**src/rtl/vls_wb_queue.sv**
```systemverilog
// Load-writeback queue: pairs each issued vector-load destination with its in-order response
// and drains completed loads from two ports to one register-file write port, round-robin.

module vls_wb_port #(
    parameter int DEPTH  = 4,
    parameter int VREG_W = 4,
    parameter int DW     = 128
) (
    input  logic              clk_i,
    input  logic              rst_ni,
    input  logic              issue_valid_i,
    input  logic [VREG_W-1:0] issue_vd_i,
    output logic              issue_ready_o,
    input  logic              resp_valid_i,
    input  logic [DW-1:0]     resp_data_i,
    input  logic              pop_i,
    output logic              head_valid_o,
    output logic [VREG_W-1:0] head_vd_o,
    output logic [DW-1:0]     head_data_o,
    output logic              orphan_o
);
    localparam int PW = $clog2(DEPTH);
    localparam int CW = PW + 1;
    localparam logic [PW-1:0]    PTR_ONE   = PW'(1'b1);
    localparam logic [CW-1:0]    CNT_ONE   = CW'(1'b1);
    localparam logic [CW-1:0]    CNT_DEPTH = CW'(DEPTH);
    localparam logic [DEPTH-1:0] ONE_HOT   = DEPTH'(1'b1);

    logic [PW-1:0]                  alloc_q, alloc_d, fill_q, fill_d, head_q, head_d;
    logic [CW-1:0]                  count_q, count_d, pend_q, pend_d;
    logic [DEPTH-1:0]               dv_q, dv_d, fill_oh_s, clr_oh_s;
    logic [DEPTH-1:0][VREG_W-1:0]   vd_q;
    logic [DEPTH-1:0][DW-1:0]       data_q;
    logic                           push_s, fill_s;

    // pend counts issued-but-unfilled entries, so a full queue of unfilled loads still accepts data
    assign issue_ready_o = (count_q != CNT_DEPTH);
    assign push_s        = issue_valid_i && issue_ready_o;
    assign fill_s        = resp_valid_i && (pend_q != {CW{1'b0}});
    assign orphan_o      = resp_valid_i && (pend_q == {CW{1'b0}});
    assign head_valid_o  = (count_q != {CW{1'b0}}) && dv_q[head_q];
    assign head_vd_o     = vd_q[head_q];
    assign head_data_o   = data_q[head_q];

    // Next-state for pointers, occupancy counts and per-entry data-valid flags
    always_comb begin
        alloc_d   = push_s ? (alloc_q + PTR_ONE) : alloc_q;
        fill_d    = fill_s ? (fill_q + PTR_ONE) : fill_q;
        head_d    = pop_i ? (head_q + PTR_ONE) : head_q;
        fill_oh_s = fill_s ? (ONE_HOT << fill_q) : {DEPTH{1'b0}};
        clr_oh_s  = (push_s ? (ONE_HOT << alloc_q) : {DEPTH{1'b0}})
                  | (pop_i ? (ONE_HOT << head_q) : {DEPTH{1'b0}});
        dv_d      = (dv_q & ~clr_oh_s) | fill_oh_s;
        case ({push_s, pop_i})
            2'b10:   count_d = count_q + CNT_ONE;
            2'b01:   count_d = count_q - CNT_ONE;
            default: count_d = count_q;
        endcase
        case ({push_s, fill_s})
            2'b10:   pend_d = pend_q + CNT_ONE;
            2'b01:   pend_d = pend_q - CNT_ONE;
            default: pend_d = pend_q;
        endcase
    end

    // Queue control state
    always_ff @(posedge clk_i or negedge rst_ni) begin
        if (!rst_ni) begin
            alloc_q <= {PW{1'b0}};
            fill_q  <= {PW{1'b0}};
            head_q  <= {PW{1'b0}};
            count_q <= {CW{1'b0}};
            pend_q  <= {CW{1'b0}};
            dv_q    <= {DEPTH{1'b0}};
        end else begin
            alloc_q <= alloc_d;
            fill_q  <= fill_d;
            head_q  <= head_d;
            count_q <= count_d;
            pend_q  <= pend_d;
            dv_q    <= dv_d;
        end
    end

    // Entry payload storage
    always_ff @(posedge clk_i or negedge rst_ni) begin
        if (!rst_ni) begin
            vd_q   <= {(DEPTH*VREG_W){1'b0}};
            data_q <= {(DEPTH*DW){1'b0}};
        end else begin
            if (push_s) begin
                vd_q[alloc_q] <= issue_vd_i;
            end
            if (fill_s) begin
                data_q[fill_q] <= resp_data_i;
            end
        end
    end
endmodule

module vls_wb_queue #(
    parameter int DEPTH  = 4,
    parameter int VREG_W = 4,
    parameter int DATA_W = 32,
    parameter int LANES  = 4
) (
    input  logic                    CLK,
    input  logic                    nRST,
    input  logic                    issue_valid_a,
    input  logic [VREG_W-1:0]       issue_vd_a,
    output logic                    issue_ready_a,
    input  logic                    issue_valid_b,
    input  logic [VREG_W-1:0]       issue_vd_b,
    output logic                    issue_ready_b,
    input  logic                    resp_valid_a,
    input  logic [LANES*DATA_W-1:0] resp_data_a,
    input  logic                    resp_valid_b,
    input  logic [LANES*DATA_W-1:0] resp_data_b,
    output logic                    wb_valid,
    input  logic                    wb_ready,
    output logic [VREG_W-1:0]       wb_vd,
    output logic [LANES*DATA_W-1:0] wb_data,
    output logic                    wb_src,
    output logic                    resp_err
);
    localparam int DW = LANES * DATA_W;

    logic              cand_a_s, cand_b_s, pop_a_s, pop_b_s, orphan_a_s, orphan_b_s, load_s;
    logic [VREG_W-1:0] head_vd_a_s, head_vd_b_s;
    logic [DW-1:0]     head_data_a_s, head_data_b_s;
    logic              wb_valid_q, wb_valid_d, wb_src_q, wb_src_d, prio_q, prio_d;
    logic              resp_err_q, resp_err_d;
    logic [VREG_W-1:0] wb_vd_q, wb_vd_d;
    logic [DW-1:0]     wb_data_q, wb_data_d;

    vls_wb_port #(.DEPTH(DEPTH), .VREG_W(VREG_W), .DW(DW)) u_port_a (
        .clk_i(CLK), .rst_ni(nRST),
        .issue_valid_i(issue_valid_a), .issue_vd_i(issue_vd_a), .issue_ready_o(issue_ready_a),
        .resp_valid_i(resp_valid_a), .resp_data_i(resp_data_a), .pop_i(pop_a_s),
        .head_valid_o(cand_a_s), .head_vd_o(head_vd_a_s), .head_data_o(head_data_a_s),
        .orphan_o(orphan_a_s)
    );

    vls_wb_port #(.DEPTH(DEPTH), .VREG_W(VREG_W), .DW(DW)) u_port_b (
        .clk_i(CLK), .rst_ni(nRST),
        .issue_valid_i(issue_valid_b), .issue_vd_i(issue_vd_b), .issue_ready_o(issue_ready_b),
        .resp_valid_i(resp_valid_b), .resp_data_i(resp_data_b), .pop_i(pop_b_s),
        .head_valid_o(cand_b_s), .head_vd_o(head_vd_b_s), .head_data_o(head_data_b_s),
        .orphan_o(orphan_b_s)
    );

    // Writeback arbitration: prio_q=1 means port b wins the next tie; it flips only on a tie
    always_comb begin
        load_s     = !wb_valid_q || wb_ready;
        pop_a_s    = 1'b0;
        pop_b_s    = 1'b0;
        prio_d     = prio_q;
        wb_valid_d = wb_valid_q;
        wb_vd_d    = wb_vd_q;
        wb_data_d  = wb_data_q;
        wb_src_d   = wb_src_q;
        resp_err_d = resp_err_q | orphan_a_s | orphan_b_s;
        if (load_s) begin
            case ({cand_a_s, cand_b_s})
                2'b11: begin
                    if (prio_q) begin
                        pop_b_s = 1'b1;
                        prio_d  = 1'b0;
                    end else begin
                        pop_a_s = 1'b1;
                        prio_d  = 1'b1;
                    end
                end
                2'b10:   pop_a_s = 1'b1;
                2'b01:   pop_b_s = 1'b1;
                default: pop_a_s = 1'b0;
            endcase
            wb_valid_d = pop_a_s || pop_b_s;
            if (pop_b_s) begin
                wb_vd_d   = head_vd_b_s;
                wb_data_d = head_data_b_s;
                wb_src_d  = 1'b1;
            end else if (pop_a_s) begin
                wb_vd_d   = head_vd_a_s;
                wb_data_d = head_data_a_s;
                wb_src_d  = 1'b0;
            end else begin
                wb_vd_d   = wb_vd_q;
                wb_data_d = wb_data_q;
                wb_src_d  = wb_src_q;
            end
        end else begin
            wb_valid_d = wb_valid_q;
        end
    end

    // Output register, arbitration priority and sticky error flag
    always_ff @(posedge CLK or negedge nRST) begin
        if (!nRST) begin
            wb_valid_q <= 1'b0;
            wb_vd_q    <= {VREG_W{1'b0}};
            wb_data_q  <= {DW{1'b0}};
            wb_src_q   <= 1'b0;
            prio_q     <= 1'b0;
            resp_err_q <= 1'b0;
        end else begin
            wb_valid_q <= wb_valid_d;
            wb_vd_q    <= wb_vd_d;
            wb_data_q  <= wb_data_d;
            wb_src_q   <= wb_src_d;
            prio_q     <= prio_d;
            resp_err_q <= resp_err_d;
        end
    end

    assign wb_valid = wb_valid_q;
    assign wb_vd    = wb_vd_q;
    assign wb_data  = wb_data_q;
    assign wb_src   = wb_src_q;
    assign resp_err = resp_err_q;
endmodule

```
**config.mk**
```make
export PLATFORM = sky130hd
export DESIGN_NAME = vls_wb_queue
export DESIGN_NICKNAME = d
export VERILOG_FILES = /design/src/rtl/vls_wb_queue.sv
export SDC_FILE = /design/constraint.sdc
export NUM_CORES = 2
export LEC_CHECK = 0
export BUFFER_PORTS_ARGS = -buffer_cell sky130_fd_sc_hd__buf_2
export CAP_MARGIN = 20
export CORE_UTILIZATION = 29
export DETAILED_ROUTE_END_ITERATION = 10
export MAX_ROUTING_LAYER = met4
export PLACE_DENSITY = 0.47
export SETUP_SLACK_MARGIN = 0.02
export SYNTH_ARGS = -nofsm -noshare
export SYNTH_HDL_FRONTEND = slang
export SYNTH_SLANG_ARGS = --single-unit
```
**constraint.sdc**
```tcl
create_clock -name CLK -period 2.5 [get_ports CLK]
set_input_delay 0.5 -clock CLK [delete_from_list [all_inputs] [get_ports CLK]]
set_output_delay 0.5 -clock CLK [all_outputs]
set_load 0.05 [all_outputs]
```
# --- After elaboration in Yosys (flattened, before gate mapping) ---
# Cells that the tools add are included.
totals:
  ff_bits: 1224
  in_bits: 271
  output_inout_bits: 137
  word_cells: 163
classes:
  addsub: 14
  n_lt_le_gt_ge: 10
  eq_ne: 13
  shift: 6
  muxes: 48
  bitwise_logic: 10
  reduce_logical: 28
ops:
  columns: ["operator", "n"]
  rows:
  - ["$bwmux W512", 2]
  - ["$mux W128", 6]
  - ["$bmux W128 S2", 2]
  - ["$demux W128 S2", 2]
  - ["$mux W4", 12]
  - ["$bwmux W16", 2]
  - ["$pmux W3 S2", 4]
  - ["$shl A1 B2 Y4 const A", 6]
  - ["$lt A2 B3 Y1 const B", 6]
  - ["$bmux W4 S2", 2]
  - ["$demux W4 S2", 2]
  - ["$or A4 B4 Y4", 4]
  - ["$add A2 B1 Y2 const B", 6]
  - ["$add A3 B1 Y3 const B", 4]
  - ["$eq A2 B2 Y1 const B", 6]
  - ["$logic_and A1 B1 Y1", 12]
  - ["$reduce_bool A3 Y1", 4]
  - ["$sub A3 B1 Y3 const B", 4]
  - ["$eq A2 B1 Y1 const B", 5]
  - ["$mux W1", 10]
  - ["$reduce_bool A2 Y1", 5]
  - ["$and A4 B4 Y4", 2]
  - ["$ge A2 B1 Y1 const B", 4]
  - ["$not A4 Y4", 2]
  - ["8 further kinds", 15]

# --- Depth between registers and ports, before layout ---
depth:
  ltp_word: 12
  ltp_mapped: 11
  ltp_nobuf: 9

# --- Cells and area by module ---
# Synthesis repeated with hierarchy kept, for this count alone.
unflattened:
  cells_unflattened: 3537
  area_unflattened_um2: 55154.1
by_module_without_submodules:
  columns: ["module", "n_inst", "cells_per_inst", "area_per_inst_um2", "seq_area_each_um2"]
  rows:
  - ["vls_wb_port at u_port_a", 1, 1370, 23980.5, 13613.1]
  - ["vls_wb_port at u_port_b", 1, 1370, 23975.5, 13613.1]
  - ["vls_wb_queue", 1, 797, 7198.2, 3403.3]

# --- Worst setup path before layout ---
# No wires, ideal clock.
synth_timing:
  kind: "register to register"
  start: "register u_port_a.head_q[0]"
  end: "register u_port_a.count_q[2]"
  setup_time_ns: 0.125
  arrival_time_ns: 2.479
  required_time_ns: 2.375
  path_slack_ns: -0.104
  path_stages_with_launch: 12
  n_path_buf: 2
  period_less_slack_ns: 2.604
  path_cell_list: "dfrtp_1 -> buf_2 -> mux4_2 -> and3_1 -> clkbuf_1 -> nand2_1 -> inv_1 -> ha_1 -> fa_1 -> xnor2_1 -> nor2_1 -> xor2_1"
synth_between:
  elab_chain_len: 9
  elab_cells_between_ends: 12
  classes_between: "eq/ne (4); mux (6); reduce/logical (2)"
synth_rtl:
  columns: ["element", "line_no", "rtl"]
  rows:
  - ["start, declared", "29", "logic [PW-1:0] alloc_q, alloc_d, fill_q, fill_d, head_q, head_d;"]
  - ["start signal, assigned", "71", "head_q <= {PW{1'b0}};"]
  - ["$bmux W1 S2 *", "41", "assign head_valid_o = (count_q != {CW{1'b0}}) && dv_q[head_q];"]
  - ["$mux W1 (implied by the code) *", "41", null]
  - ["$logic_and A1 B1 Y1 *", "41", null]
  - ["$eq A2 B2 Y1", "164", "case ({cand_a_s, cand_b_s})"]
  - ["$pmux W1 S2 *", "164", null]
  - ["$mux W1 * (2 in series)", "163", "if (load_s) begin"]
  - ["net pop_a_s", "128", "logic cand_a_s, cand_b_s, pop_a_s, pop_b_s, orphan_a_s, orphan_b_s, load_s;"]
  - ["$eq A2 B1 Y1 or $eq A2 B2 Y1 (tied branches)", "54", "case ({push_s, pop_i})"]
  - ["$pmux W3 S2 or $reduce_bool A2 Y1 (tied branches)", null, null]
  - ["end signal, assigned", "72", "count_q <= {CW{1'b0}};"]
  - ["end signal, assigned", "79", "count_q <= count_d;"]
  - ["end, declared", "30", "logic [CW-1:0] count_q, count_d, pend_q, pend_d;"]
# The timed path passes the listed nets; every way through them passes the cells marked *. The select of a mux whose other input is x is not followed.
# A chain may end at the register's enable or synchronous reset.

# --- Final worst setup path ---
# Same ends and word-level chain as after synthesis.

==> summary.txt <==
Run status
  • Status: finished clean

Timing
  • Final Max Tran Viols: 0
  • Final setup fails: 0
  • Slew headroom: between 30% and 40%
  • Max Fclk: approximately 420 MHz
  • Worst slew pin tran: 925 ps
  • Tmin final: 2390 ps
  • Layout Skew: between 30 and 40 ps
  • Fin worst setup slack: 114 ps
  • RSZ-0062 raised after global routing: yes
  • Final period util: 95.4%
  • Final Hold Viols: 0

Setup path
  • CP Max Fanout: 3
  • Worst endpoint required time: 3230 ps
  • Worst Path Class, Setup: reg -> reg
  • Worst R2R End: u_port_a.count_q[2]
  • Reg2Reg Depth: 10
  • Critical Path Start Type: register
  • CP arrival: around 3100 ps
  • R2R Path Start: u_port_a.head_q[0]
  • Worst setup EP type: register
  • Reg2Reg Setup Slack: 110 ps

Clock tree
  • CTS tree: done
  • Root Driver: clkbuf_16
  • Clock Pin Slew Worst Setup and Hold Paths: 60 ps
  • Clock Latency Late Sink: between 800 and 900 ps
  • CTS buffer count: roughly 150
  • Post-CTS setup buffer count: 0
  • CTS Sinks: 1224
  • Clock buffer depth: 3
  • H-tree levels: 4

Final layout
  • Final net count: 4499
  • Synth-to-Final Area Change: 25.9%
  • Finished Core Util: 36.8%
  • Fraction of layout instances using a drive strength above 1: 49.4%
  • Most frequent cells in the layout: dfrtp_1, mux2_2, buf_2
  • Most frequent standard cell in the layout excluding fill and tap cells: dfrtp_1

Pwr
  • Max VDD drop: 1.80 mV
  • Leak: 0.0283 uW
  • Pwr Total: 105000 uW
  • Power Density: around 1600 nW/um^2

Place
  • Dpl hpwl: 101 mm
  • Placer Congestion: between 0.7 and 0.8
  • Place WS: 36.7 ps
  • Port bufs: a little over 400

Global route
  • Total GRT Usage: 18.1%
  • Grt ovf: 0
  • Vias in the first global route: about 37000
  • Largest net degree at the start of global routing: 138
  • First-pass GRT wire length: roughly 250 mm
  • Initial antenna violation count: 39

Routing
  • Routed Antenna Nets: 0
  • DR WL/cell: approximately 24 microns
  • Drt first pass iters: 4
  • Vias per Instance: 4.92
  • Detailed Route Iter0 Violations: 1607
  • Residual DRC count: 0
  • Final WL: 162 mm
  • Vias: 33500

Synth
  • Seq cells post-synth: between 1000 and 1500
  • Sequential element share of the synthesized area: 57.1%
  • Post-synth cell types: 35
  • Syn avg cell area: 15.3 sq um
  • Syn. warnings: 0
  • Cells after Synth: 3508
  • Syn_nets: 3811
  • Post-Synthesis Cell Area: 53700 sq um

Worst hold path
  • Worst hold endpoint: u_port_a.data_q[179]
  • Hold depth: 2
  • Worst Hold Class: in -> reg
  • Min-delay src: resp_data_a[51]

Floorplanning
  • Die width: 432 microns
  • # IOs: 408
  • Initial core utilization: 29.3%
  • Chip height: 432 microns
  • CORE AREA: 183000 sq um
  • Die ar.: 187000 sq um
  • Cell row count: around 160

Run
  • Max-cap viol count: 0
==> stage by stage <==
stage / TNS (ps) / hold slack (ps) / cell area [sq um] / instances
floorplan: 0 / 204 / 53700 / 3508
global placement: -17.4 / 392 / 59700 / 6244
detailed placement: 0 / 402 / 59700 / 6244
CTS: 0 / 6.50 / 67400 / 6779
global route: 0 / 46.1 / 67600 / 6808
finish: 0 / 65.6 / 67600 / 6815
==> flip-flops by register name, indices dropped and copies added (netlist names), 2 cells and up <==
register	flops
wb_data	128
u_port_b.head_q	2
u_port_b.fill_q	2
u_port_a.alloc_q	2
u_port_a.count_q	3
u_port_a.pend_q	3
u_port_b.count_q	3
u_port_a.data_q	512
u_port_b.alloc_q	2
u_port_b.data_q	512
u_port_b.pend_q	3
u_port_a.fill_q	2
wb_vd	4
u_port_a.vd_q	16
u_port_a.dv_q	4
u_port_b.vd_q	16
u_port_a.head_q	2
u_port_b.dv_q	4
==> worst max-delay path by stage <==
| stage | start | endpoint | slack (ps) | cells past startpoint |
|---|---|---|---|---|
| global route | u_port_a.head_q[0] | u_port_a.count_q[2] | 1 | 10 |
| floorplan | u_port_a.head_q[0] | u_port_a.count_q[2] | 20 | 11 |
| global placement | u_port_a.head_q[0] | u_port_a.count_q[2] | -20 | 10 |
| detailed placement | u_port_a.head_q[0] | u_port_a.count_q[2] | 40 | 10 |
| CTS | u_port_a.head_q[0] | u_port_a.count_q[2] | 20 | 10 |
| finish | u_port_a.head_q[0] | u_port_a.count_q[2] | 110 | 10 |
==> cell usage after synthesis (all sizes together) <==
cell type / number / area, sq um
a21boi: 2 / 15.0
a221o: 1 / 10.0
a22o: 1 / 8.76
o21ai: 138 / 691
nand3b: 1 / 7.51
inv: 24 / 90.1
a32o: 8 / 80.1
nor2b: 2 / 12.5
a21o: 1 / 7.51
nor3: 2 / 10.0
and3: 2 / 12.5
xnor2: 12 / 105
or3: 2 / 12.5
ha: 28 / 350
and2: 2 / 12.5
fa: 4 / 80.1
nand4: 4 / 25.0
and3b: 1 / 8.76
nand2: 27 / 101
dfrtp: 1224 / 30600
mux2i: 1 / 10.0
buf: 85 / 482
nand2b: 2 / 12.5
nor2: 6 / 22.5
xor2: 7 / 61.3
a31oi: 132 / 826
a21oi: 132 / 661
mux2: 1059 / 11900
clkbuf: 195 / 732
mux4: 266 / 5990
nand3: 137 / 686
==> where the power goes <==
part           leakage, uW  switching (uW)  internal, uW  total [uW]
registers           0.0145            5000         30300       35300
clock network      0.00247            9090         13100       22100
logic               0.0114           25400         22200       47600
total               0.0283           39500         65600      105000
==> logic make-up (layout without fill, tap and decap cells) <==
kind of cell    count (synthesis)  count (layout)  synth area share (%)
compound gates                415             415                  4.28
xor+xnor                       19              19                 0.310
fa+ha+maj                      32              32                 0.802
buf+inv                       304            1111                  2.43
flops                        1224            1224                  57.1
mux                          1326            1326                  33.4
other cells                     0              36                     0
simple gates                  188             188                  1.72
==> worst max-delay path: stages, from the launching register on <==
cell and delay [ps]:
dfrtp_4 410, mux4_2 550, buf_6 150, and3_4 170, nand2_4 80, inv_4 40, ha_4 160, fa_2 370
xnor2_2 130, nor2_1 130, xor2_1 150
==> metal layers <==
metal | wire length, microns | vias to the layer above | GRT usage (%)
li1 | - | 14600 | -
met1 | 70500 | 18100 | 22.5
met2 | 80700 | 617 | 29.8
met3 | 7120 | 227 | 3.74
met4 | 3710 | 0 | 4.69
met5 | 0 | - | -
==> area by class of cell <==
cell class | count | area [sq um]
clock buffer | 231 | 4440
clock inverter | 38 | 633
antenna | 36 | 90.1
multi-input combinational | 1980 | 21900
timing repair buffer | 818 | 6710
fill | 17900 | 116000
sequential | 1224 | 30600
tap | 2464 | 3080
inverter | 24 | 92.6
==> repair_timing <==
item | CTS | global route
endpoints found under the setup margin | 1 | 5
hold buffers | 266 | 0
hold endpoints to repair | 1621 | 0
cloned | 0 | 0
gates resized for setup | 1 | 13
pin swaps | 0 | 6
(Power assumes the default switching activity.)
